File: src/rtl/exe_stage_pkg.sv
// rtl/exe_stage_pkg.sv - bus widths, decode bus layout, divider states and store helpers
package exe_stage_pkg;

    localparam int DS_TO_ES_BUS_WD   = 161;
    localparam int ES_TO_MS_BUS_WD   = 76;
    localparam int ES_FWD_BLK_BUS_WD = 39;
    localparam int ES_MUL_RES_BUS_WD = 65;

    localparam logic [1:0] DIV_IDLE = 2'd0;
    localparam logic [1:0] DIV_BUSY = 2'd1;
    localparam logic [1:0] DIV_DONE = 2'd2;

    // Decode-to-execute bus, MSB first
    typedef struct packed {
        logic [11:0] alu_op;
        logic [3:0]  div_op;     // {div.w, mod.w, div.wu, mod.wu}
        logic [2:0]  mul_op;     // {mul.w, mulh.w, mulh.wu}
        logic [4:0]  load_op;    // {ld.b, ld.h, ld.w, ld.bu, ld.hu}
        logic [2:0]  store_op;   // {st.b, st.h, st.w}
        logic        gr_we;
        logic [4:0]  dest;
        logic [31:0] src1;
        logic [31:0] src2;
        logic [31:0] rkd_value;
        logic [31:0] pc;
    } ds_to_es_t;

    // Byte lanes written by a store at the given low address bits
    function automatic logic [3:0] store_be(input logic [2:0] store_op,
                                            input logic [1:0] addr_lo);
        logic [3:0] be;
        be = 4'b0000;
        if (store_op[2]) begin
            be = 4'b0001 << addr_lo;
        end else if (store_op[1]) begin
            be = 4'b0011 << {addr_lo[1], 1'b0};
        end else if (store_op[0]) begin
            be = 4'b1111;
        end
        return be;
    endfunction

    // Store data replicated across every lane so the byte enables pick the right one
    function automatic logic [31:0] store_wdata(input logic [2:0]  store_op,
                                                input logic [31:0] rkd);
        logic [31:0] wd;
        wd = rkd;
        if (store_op[2]) begin
            wd = {4{rkd[7:0]}};
        end else if (store_op[1]) begin
            wd = {2{rkd[15:0]}};
        end
        return wd;
    endfunction

endpackage

File: src/rtl/exe_stage_alu.sv
// rtl/exe_stage_alu.sv - combinational integer ALU used by the execute stage
module alu (
    input  logic [11:0] alu_op,
    input  logic [31:0] alu_src1,
    input  logic [31:0] alu_src2,
    output logic [31:0] alu_result
);
    logic op_add, op_sub, op_slt, op_sltu, op_and, op_nor;
    logic op_or, op_xor, op_sll, op_srl, op_sra, op_lui;

    assign op_add  = alu_op[0];
    assign op_sub  = alu_op[1];
    assign op_slt  = alu_op[2];
    assign op_sltu = alu_op[3];
    assign op_and  = alu_op[4];
    assign op_nor  = alu_op[5];
    assign op_or   = alu_op[6];
    assign op_xor  = alu_op[7];
    assign op_sll  = alu_op[8];
    assign op_srl  = alu_op[9];
    assign op_sra  = alu_op[10];
    assign op_lui  = alu_op[11];

    // One shared adder: compares are computed as src1 - src2
    logic        adder_cin;
    logic [31:0] adder_b;
    logic [32:0] adder_sum;
    assign adder_cin = op_sub | op_slt | op_sltu;
    assign adder_b   = adder_cin ? ~alu_src2 : alu_src2;
    assign adder_sum = {1'b0, alu_src1} + {1'b0, adder_b} + {32'd0, adder_cin};

    logic        slt_res, sltu_res;
    logic [31:0] sll_res, srl_res, sra_res;
    assign slt_res  = (alu_src1[31] & ~alu_src2[31])
                    | (~(alu_src1[31] ^ alu_src2[31]) & adder_sum[31]);
    assign sltu_res = ~adder_sum[32];
    assign sll_res  = alu_src1 << alu_src2[4:0];
    assign srl_res  = alu_src1 >> alu_src2[4:0];
    assign sra_res  = $signed(alu_src1) >>> alu_src2[4:0];

    assign alu_result = ({32{op_add | op_sub}} & adder_sum[31:0])
                      | ({32{op_slt}}          & {31'd0, slt_res})
                      | ({32{op_sltu}}         & {31'd0, sltu_res})
                      | ({32{op_and}}          & (alu_src1 & alu_src2))
                      | ({32{op_nor}}          & ~(alu_src1 | alu_src2))
                      | ({32{op_or}}           & (alu_src1 | alu_src2))
                      | ({32{op_xor}}          & (alu_src1 ^ alu_src2))
                      | ({32{op_sll}}          & sll_res)
                      | ({32{op_srl}}          & srl_res)
                      | ({32{op_sra}}          & sra_res)
                      | ({32{op_lui}}          & alu_src2);

endmodule

File: src/rtl/exe_stage_divider.sv
// rtl/exe_stage_divider.sv - 32-cycle restoring divider with signed correction
module divider
    import exe_stage_pkg::*;
(
    input  logic        clk,
    input  logic        resetn,
    input  logic        start,
    input  logic        signed_op,
    input  logic [31:0] x,
    input  logic [31:0] y,
    output logic        done,
    input  logic        ack,
    output logic [31:0] quotient,
    output logic [31:0] remainder
);
    logic [1:0]  state_q, state_d;
    logic [4:0]  cnt_q, cnt_d;
    logic [31:0] dvd_q, dvd_d;      // dividend magnitude; quotient bits shift in at the LSB
    logic [31:0] dvs_q, dvs_d;      // divisor magnitude
    logic [31:0] rem_q, rem_d;      // partial remainder magnitude
    logic        x_neg_q, x_neg_d;  // signed op with negative dividend
    logic        y_neg_q, y_neg_d;  // signed op with negative divisor

    logic [32:0] trial;
    logic        no_borrow;

    // Shift the next dividend bit into the remainder and try the subtraction
    assign trial     = {rem_q, dvd_q[31]};
    assign no_borrow = trial >= {1'b0, dvs_q};

    // Next-state: latch magnitudes on start, one restoring step per BUSY cycle
    always_comb begin
        state_d = state_q;
        cnt_d   = cnt_q;
        dvd_d   = dvd_q;
        dvs_d   = dvs_q;
        rem_d   = rem_q;
        x_neg_d = x_neg_q;
        y_neg_d = y_neg_q;
        case (state_q)
            DIV_IDLE: begin
                if (start) begin
                    state_d = DIV_BUSY;
                    cnt_d   = 5'd0;
                    x_neg_d = signed_op & x[31];
                    y_neg_d = signed_op & y[31];
                    dvd_d   = (signed_op & x[31]) ? -x : x;
                    dvs_d   = (signed_op & y[31]) ? -y : y;
                    rem_d   = 32'd0;
                end
            end
            DIV_BUSY: begin
                rem_d = no_borrow ? (trial[31:0] - dvs_q) : trial[31:0];
                dvd_d = {dvd_q[30:0], no_borrow};
                cnt_d = cnt_q + 5'd1;
                if (cnt_q == 5'd31) begin
                    state_d = DIV_DONE;
                end
            end
            DIV_DONE: begin
                if (ack) begin
                    state_d = DIV_IDLE;
                end
            end
            default: state_d = DIV_IDLE;
        endcase
    end

    // State and datapath registers; reset abandons any division in flight
    always_ff @(posedge clk or negedge resetn) begin
        if (!resetn) begin
            state_q <= DIV_IDLE;
            cnt_q   <= 5'd0;
            dvd_q   <= 32'd0;
            dvs_q   <= 32'd0;
            rem_q   <= 32'd0;
            x_neg_q <= 1'b0;
            y_neg_q <= 1'b0;
        end else begin
            state_q <= state_d;
            cnt_q   <= cnt_d;
            dvd_q   <= dvd_d;
            dvs_q   <= dvs_d;
            rem_q   <= rem_d;
            x_neg_q <= x_neg_d;
            y_neg_q <= y_neg_d;
        end
    end

    assign done      = (state_q == DIV_DONE);
    assign quotient  = (x_neg_q ^ y_neg_q) ? -dvd_q : dvd_q;
    assign remainder = x_neg_q ? -rem_q : rem_q;

endmodule

File: src/rtl/exe_stage.sv
// rtl/exe_stage.sv - execute stage: ALU, multiply, iterative divide, data SRAM request
module exe_stage
    import exe_stage_pkg::*;
(
    input  logic                         clk,
    input  logic                         resetn,
    input  logic                         ms_allowin,
    output logic                         es_allowin,
    input  logic                         ds_to_es_valid,
    input  logic [DS_TO_ES_BUS_WD-1:0]   ds_to_es_bus,
    output logic                         es_to_ms_valid,
    output logic [ES_TO_MS_BUS_WD-1:0]   es_to_ms_bus,
    output logic [ES_MUL_RES_BUS_WD-1:0] es_mul_res_bus,
    output logic                         data_sram_en,
    output logic [3:0]                   data_sram_we,
    output logic [31:0]                  data_sram_addr,
    output logic [31:0]                  data_sram_wdata,
    output logic [ES_FWD_BLK_BUS_WD-1:0] es_fwd_blk_bus
);
    logic                         es_valid_q, es_valid_d;
    ds_to_es_t                    es_bus_q, es_bus_d;
    logic [ES_MUL_RES_BUS_WD-1:0] mul_res_q, mul_res_d;

    logic        is_div, div_done, es_ready_go, es_xfer;
    logic        is_load, is_store, is_mul, res_from_mul, blk;
    logic [31:0] alu_result, div_quotient, div_remainder, div_result, es_result;

    assign is_div   = |es_bus_q.div_op;
    assign is_load  = |es_bus_q.load_op;
    assign is_store = |es_bus_q.store_op;
    assign is_mul   = |es_bus_q.mul_op;

    // Stage handshake: only an unfinished division holds the instruction here
    assign es_ready_go    = !is_div | div_done;
    assign es_allowin     = !es_valid_q | (es_ready_go & ms_allowin);
    assign es_to_ms_valid = es_valid_q & es_ready_go;
    assign es_xfer        = es_to_ms_valid & ms_allowin;

    alu u_alu (
        .alu_op     (es_bus_q.alu_op),
        .alu_src1   (es_bus_q.src1),
        .alu_src2   (es_bus_q.src2),
        .alu_result (alu_result)
    );

    divider u_divider (
        .clk       (clk),
        .resetn    (resetn),
        .start     (es_valid_q & is_div),
        .signed_op (es_bus_q.div_op[3] | es_bus_q.div_op[2]),
        .x         (es_bus_q.src1),
        .y         (es_bus_q.src2),
        .done      (div_done),
        .ack       (es_xfer),
        .quotient  (div_quotient),
        .remainder (div_remainder)
    );

    // div.w/div.wu return the quotient, mod.w/mod.wu the remainder
    assign div_result = (es_bus_q.div_op[3] | es_bus_q.div_op[1]) ? div_quotient : div_remainder;
    assign es_result  = is_div ? div_result : alu_result;

    // Multiply on 33-bit operands so one signed multiplier covers both signednesses
    logic        mul_signed, mulh_sel;
    logic [32:0] mul_a, mul_b;
    logic [63:0] mul_prod;
    assign mul_signed = es_bus_q.mul_op[2] | es_bus_q.mul_op[1];
    assign mulh_sel   = es_bus_q.mul_op[1] | es_bus_q.mul_op[0];
    assign mul_a      = {mul_signed & es_bus_q.src1[31], es_bus_q.src1};
    assign mul_b      = {mul_signed & es_bus_q.src2[31], es_bus_q.src2};
    assign mul_prod   = 64'($signed(mul_a) * $signed(mul_b));
    assign res_from_mul = is_mul;

    // Next-state for the pipeline valid, the instruction bus and the product register
    always_comb begin
        es_valid_d = es_valid_q;
        es_bus_d   = es_bus_q;
        mul_res_d  = mul_res_q;
        if (es_allowin) begin
            es_valid_d = ds_to_es_valid;
        end
        if (ds_to_es_valid & es_allowin) begin
            es_bus_d = ds_to_es_bus;
        end
        if (es_xfer) begin
            mul_res_d = {mulh_sel, mul_prod};
        end
    end

    // Pipeline registers
    always_ff @(posedge clk or negedge resetn) begin
        if (!resetn) begin
            es_valid_q <= 1'b0;
            es_bus_q   <= '0;
            mul_res_q  <= '0;
        end else begin
            es_valid_q <= es_valid_d;
            es_bus_q   <= es_bus_d;
            mul_res_q  <= mul_res_d;
        end
    end

    // The SRAM request goes out on the cycle the memory op moves on to mem_stage
    assign data_sram_en    = es_valid_q & ms_allowin & (is_load | is_store);
    assign data_sram_addr  = alu_result;
    assign data_sram_we    = data_sram_en ? store_be(es_bus_q.store_op, alu_result[1:0]) : 4'b0000;
    assign data_sram_wdata = store_wdata(es_bus_q.store_op, es_bus_q.rkd_value);

    // Loads, multiplies and unfinished divides cannot forward their value yet
    assign blk = es_valid_q & (is_load | is_mul | (is_div & !div_done));

    assign es_to_ms_bus   = {res_from_mul, es_bus_q.load_op, es_bus_q.gr_we,
                             es_bus_q.dest, es_result, es_bus_q.pc};
    assign es_mul_res_bus = mul_res_q;
    assign es_fwd_blk_bus = {es_valid_q & es_bus_q.gr_we, blk, es_bus_q.dest, es_result};

endmodule

File: config.mk
export PLATFORM = sky130hd
export DESIGN_NAME = exe_stage
export DESIGN_NICKNAME = d
export VERILOG_FILES = /design/src/rtl/exe_stage_pkg.sv /design/src/rtl/exe_stage_alu.sv /design/src/rtl/exe_stage_divider.sv /design/src/rtl/exe_stage.sv
export SDC_FILE = /design/constraint.sdc
export NUM_CORES = 2
export LEC_CHECK = 0
export CAP_MARGIN = 0
export CORE_MARGIN = 1
export CORE_UTILIZATION = 59
export CTS_CLUSTER_SIZE = 14
export DETAILED_ROUTE_END_ITERATION = 6
export HOLD_SLACK_MARGIN = 0.12
export PLACE_DENSITY = 0.89
export SYNTH_ARGS = -nofsm -noshare
export SYNTH_HDL_FRONTEND = slang
export SYNTH_HIERARCHICAL = 1
export SYNTH_SLANG_ARGS = --single-unit
File: constraint.sdc
create_clock -name clk -period 9.2 [get_ports clk]
set_input_delay 2.76 -clock clk [delete_from_list [all_inputs] [get_ports clk]]
set_output_delay 2.76 -clock clk [all_outputs]
set_load 0.01 [all_outputs]
==> Word level (Yosys, flattened, before mapping) <==
Index checks and enable logic that the tools add are counted.
{ "word_totals": {"reg_bits": 332} }
{ "op_classes": {"n_lt_le_gt_ge": 1, "addsub": 8, "eq_ne": 6, "mul": 1, "n_reduce_logical": 12, "shifts": 5, "muxes": 24, "bitwise_logic": 60} }
{ "ops": {"columns": ["operator", "n"], "rows": [
  ["two-way mux 32 bit", 12],
  ["OR 32 bit", 11],
  ["AND 32 bit", 10],
  ["negator 32 bit", 4],
  ["case mux 32 bit (2 select lines)", 2],
  ["AND 32 x 1 -> 32 bit", 2],
  ["multiplier 33 x 33 -> 64 bit", 1],
  ["NOT 32 bit", 2],
  ["adder 32 x 32 -> 33 bit", 1],
  ["adder 33 x 1 -> 33 bit", 1],
  ["greater-or-equal comparator 33 x 32 -> 1 bit", 1],
  ["left shift 32 x 5 -> 32 bit", 1],
  [">> shifter 32 x 5 -> 32 bit", 1],
  [">>> shifter 32 x 5 -> 32 bit", 1],
  ["subtractor 32 bit", 1],
  ["bitwise XOR 32 bit", 1],
  ["AND 1 bit", 16],
  ["two-way mux 4 bit", 4],
  ["OR 1 bit", 13],
  ["case mux 5 bit (2 select lines)", 1],
  ["two-way mux 2 bit", 3],
  ["inequality test 2 x 1 -> 1 bit, second input constant", 3],
  ["case mux 2 bit (3 select lines)", 1],
  ["OR reduction 3 bit", 2],
  ["16 further kinds", 22]
]} }

==> Longest topological paths before layout <==
{ "logic_depth": {"ltp_word": 22, "mapped_depth": 31} }

==> Cells and area by module <==
Netlist, hierarchy kept.
{ "modules_own_cells": {"columns": ["mod", "cells_each", "instances", "area_per_inst_um2"], "rows": [
  ["exe_stage", 5096, 1, 48056.1],
  ["divider", 1064, 1, 8730.9],
  ["alu", 1139, 1, 7817.5]
]} }

==> Worst setup path after synthesis <==
Ideal clock, no wire load.
{ "synth_timing": {"kind": "register to register", "start": "reg es_bus_q[127] (netlist name)", "end": "reg mul_res_q[61], in the netlist es_mul_res_bus[61]", "path_buffers": 1, "synth_period_minus_slack_ns": 8.254, "path_slack_ns": 0.946, "arrival_time_ns": 8.118, "stages_incl_launch_ff": 26, "cell_sequence": "dfrtp_1 > nor2b_1 > clkbuf_1 > nand2_1 > inv_1 > fa_1 > fa_1 > fa_1 > inv_1 > fa_1 > fa_1 > fa_1 > fa_1 > fa_1 > inv_1 > ha_1 > a21o_1 > a21o_1 > a21oi_1 > o21ai_0 > a2111oi_0 > a21o_1 > nor2_1 > a2111oi_2 > mux2i_1 > o311ai_1"} }
{ "synth_between": {"elab_chain_cells": 2} }
{ "synth_rtl": {"columns": ["item", "line_no", "rtl"], "rows": [
  ["from (decl)", "exe_stage.sv:21", "ds_to_es_t es_bus_q, es_bus_d;"],
  ["from (signal assigned)", "exe_stage.sv:98", "es_bus_q <= es_bus_d;"],
  ["AND 1 bit", "exe_stage.sv:69", "assign mul_a = {mul_signed & es_bus_q.src1[31], es_bus_q.src1};"],
  ["multiplier 33 x 33 -> 64 bit (*)", "exe_stage.sv:71", "assign mul_prod = 64'($signed(mul_a) * $signed(mul_b));"],
  ["to (signal assigned)", "exe_stage.sv:99", "mul_res_q <= mul_res_d;"],
  ["to (decl)", "exe_stage.sv:22", "logic [ES_MUL_RES_BUS_WD-1:0] mul_res_q, mul_res_d;"]
]} }
Mark *: on every way between the ends. The rest lies on a longest branch, timed or not.
A chain may end at the register's enable or synchronous reset.

==> Final worst setup path <==
{ "layout_timing": {"start": "reg es_bus_q[71] (netlist name)", "end": "reg mul_res_q[61], in the netlist es_mul_res_bus[61]"} }
{ "layout_between": {"elab_chain_cells": 1} }
{ "layout_rtl": {"columns": ["item", "line_no"], "rows": [
  ["multiplier 33 x 33 -> 64 bit", "exe_stage.sv:71"]
]} }
Every way passes these cells.

==> summary.md <==
| Metric | Value |
|---|---|
| CTS Root Cell | clkbuf_16 |
| Area leader, netlist | fa_1 |
| Die ar. | 111000 um2 |
| Layout cell share with drive strength beyond 1 | 7.17% |
| Fillers | 8243 |
| CTS tree | built |
| WL/cell | 24.5 um |
| Clock sinks | 332 |
| WS Path Type | reg2reg |
| WP data arrival | 9.41 ns |
| Core Region | 109000 um2 |
| Async SR Flop Fraction | 100% |
| Cells after synthesis | 7299 |
| Fmax | 112 MHz |
| First-pass GRT wire length | 336000 um |
| GP Congestion | 1.03 |
| Nets | 9050 |
| Worst hold path class | reg2reg |
| Max-slew violation count | 0 |
| Synth area leaders | fa_1 (35%), dfrtp_1 (13%), inv_1 (7.6%) |
| Number of max-cap violations | 0 |
| Cts hold-fix bufs | 0 |
| Clock Latency Late Sink | 0.66 ns |
| Hold Slack | 0.471 ns |
| Vias in the first global route | 58205 |
| Antenna violation net count after detailed routing | 0 |
| FF+latch count, synth | 332 |
| CTS Buf Count | 44 |
| Yosys warns | 6 |
| Setup TNS | 0 ns |
| Commonest non-fill, non-tap cell in the layout | inv_1 |
| Final Hold Fails | 0 |
| Maximum number of pins on one net before global-route repair | 116 |
| Post-synth cell types | 108 |
| Aggregate global routing overflow | 0 |
| # setup viols final | 0 |
| DRC viols | 16 |
| Via count | 55183 |
| DR iter-0 viols | 6575 |
| Mean Syn Cell Area | 8.85 um2 |
| Initial Util | 59.4% |
| Number of port buffers | 415 |
| Detail Placement HPWL | 171000 um |
| Rel. slew slack | 16.2% |
| Crit path capture type | register |
| Die X | 333 um |
| Outcome | finished with violations |
| Final core occ | 65.4% |
| Drt first pass iters | 7 |
| I/O pin count | 416 |
| Post-Route WL | 217000 um |
| Worst EP required | 9.70 ns |
| Worst-path fanout max | 25 |
| Critical Path Start Type | register |
| Failing checks | DRC |
| CTS clock-pin slew for the worst setup and hold paths | 0.06 ns |
| Commonest non-fill, non-tap cells in the layout | inv_1 (1313), nand2_1 (1159), fa_1 (1126) |
| Seq/Total Area, Yosys | 12.9% |
| Synthesized area | 64600 um2 |
| Clk_skew | 0.0474 ns |
| Minimum clock period | 8.91 ns |
| FP Rows | 121 |
| Area Overhead vs Synth | 10.0% |
| Clock buffer depth | 3 |
| Initial antenna violation count | 10 |
| Slew of the pin with the lowest slew margin | 1.26 ns |
| Average via count per standard cell | 6.23 |
| Synth Flop Type | dfrtp_1 |
| Post-synth EDFFs | 0 |
| Die Ht | 333 um |
| GR Util All Layers | 39.5% |
| Top-area cell type share of the netlist area | 34.9% |
| Post-synth net total | 8938 |
| CTS HTree Levels | 2 |
| Period utilization | 96.8% |
-- critical path, stage by stage, from the launching register on --
cell and delay, ns:
dfrtp_1 1.09, nand2_1 0.25, inv_1 0.17, fa_1 0.43, inv_1 0.24, fa_1 0.51, inv_1 0.23, fa_1 0.51
inv_1 0.11, fa_1 0.45, buf_4 0.23, fa_1 0.52, fa_1 0.58, fa_1 0.44, fa_1 0.50, inv_1 0.05
ha_1 0.32, a21o_1 0.21, a21o_1 0.17, a21oi_1 0.16, o21ai_0 0.11, a2111oi_0 0.44, a21o_1 0.22, nor2_1 0.07
a2111oi_2 0.33, mux2i_1 0.25, o311ai_1 0.12
-- cell usage after synthesis (17+ instances only) --
library cell,number
mux2i_1,147
ha_1,347
buf_2,29
dfrtp_1,332
inv_1,1314
a21o_1,68
xnor2_1,181
nand3_1,94
nor3_1,44
mux2_2,185
clkbuf_1,375
o211ai_1,28
a211oi_1,28
or3_1,17
fa_1,1127
and2_1,300
a31oi_1,42
o31ai_1,42
a22oi_1,36
o21a_1,22
nand2b_1,18
nand2_1,1160
nand4_1,32
nor2b_1,20
buf_4,103
o21ai_1,17
a21oi_1,192
or4_1,17
o21ai_0,348
and3_1,28
a222oi_1,30
xor2_1,91
nor2_1,209
-- path summary, 6_finish.rpt --
kind | start | to | slack (ns) | depth (start not counted)
max | es_bus_q[71] | es_mul_res_bus[61] | 0.29 | 26
min | es_mul_res_bus[64] | es_mul_res_bus[64] | 0.47 | 2
max reg2reg | es_bus_q[71] | es_mul_res_bus[61] | 0.29 | 26
min reg2reg | es_mul_res_bus[64] | es_mul_res_bus[64] | 0.47 | 2
max in group asynchronous | resetn | es_bus_q[64] | 5.28 | 2
min in group asynchronous | resetn | es_mul_res_bus[16] | 2.16 | 1
-- sequential cells by signal, indices dropped and copies added (netlist names) --
name               cells
u_divider/dvs_q       32
u_divider/x_neg_q      1
es_to_ms_bus          38
u_divider/dvd_q       32
es_mul_res_bus        65
u_divider/y_neg_q      1
es_fwd_blk_bus         5
u_divider/state_q      2
es_bus_q             118
es_valid_q             1
u_divider/rem_q       32
u_divider/cnt_q        5
-- layout make-up --
class                      count  area (um2)  area share (%)
inverter                    1315        4940            6.95
timing repair buffer         596        5610            7.89
clock inverter                22         248           0.349
timing repair inverter         1        5.00         0.00704
tap                         1414        1770            2.49
antenna                        3        7.51          0.0106
sequential                   332        8320            11.7
clock buffer                  60        1230            1.73
multi-input combinational   5121       48900            68.9
-- kinds of logic (layout without fill, tap and decap cells) --
group | count (synthesis) | in the layout | share of synthesized area (%)
buffers and inverters | 1846 | 1994 | 11.5
DFF | 332 | 332 | 12.9
muxes | 342 | 342 | 5.84
AOI/OAI and AO/OA | 1018 | 1018 | 10.2
and+or+nand+nor | 2015 | 2015 | 14.3
xor gates and xnor gates | 272 | 272 | 3.69
adders and majority gates | 1474 | 1474 | 41.6
other | 0 | 3 | 0
-- routing by layer --
layer / GRT usage (%) / vias to the layer above / part of all wire, % / wire length (um)
met4: 24.1 / 10 / 7.5 / 16200
met1: 48.8 / 27330 / 35 / 76600
met2: 62.5 / 3836 / 46 / 99600
met5: 0 / - / 0.024 / 52
met3: 9.93 / 944 / 11 / 24700
li1: - / 23063 / - / -
-- stage by stage --
step | instance area (um2) | setup WS (ns) | cells
2_1_floorplan | 64600 | 0.946 | 7299
3_3_place_gp | 69500 | 0.411 | 8772
3_5_place_dp | 69500 | 0.276 | 8772
4_1_cts | 71000 | 0.244 | 8854
5_1_grt | 71100 | -0.00100 | 8861
6_report | 71100 | 0.294 | 8864
-- what timing repair did --
action / in CTS / in global routing
endpoints found under the setup margin: 0 / 6
gates resized for setup: 0 / 4
buffers inserted: 0 / 6
endpoints found under the hold margin: 0 / 0
Power is not shown: default switching activity piles up to over one toggle a cycle in this logic, so the estimate is an artifact.
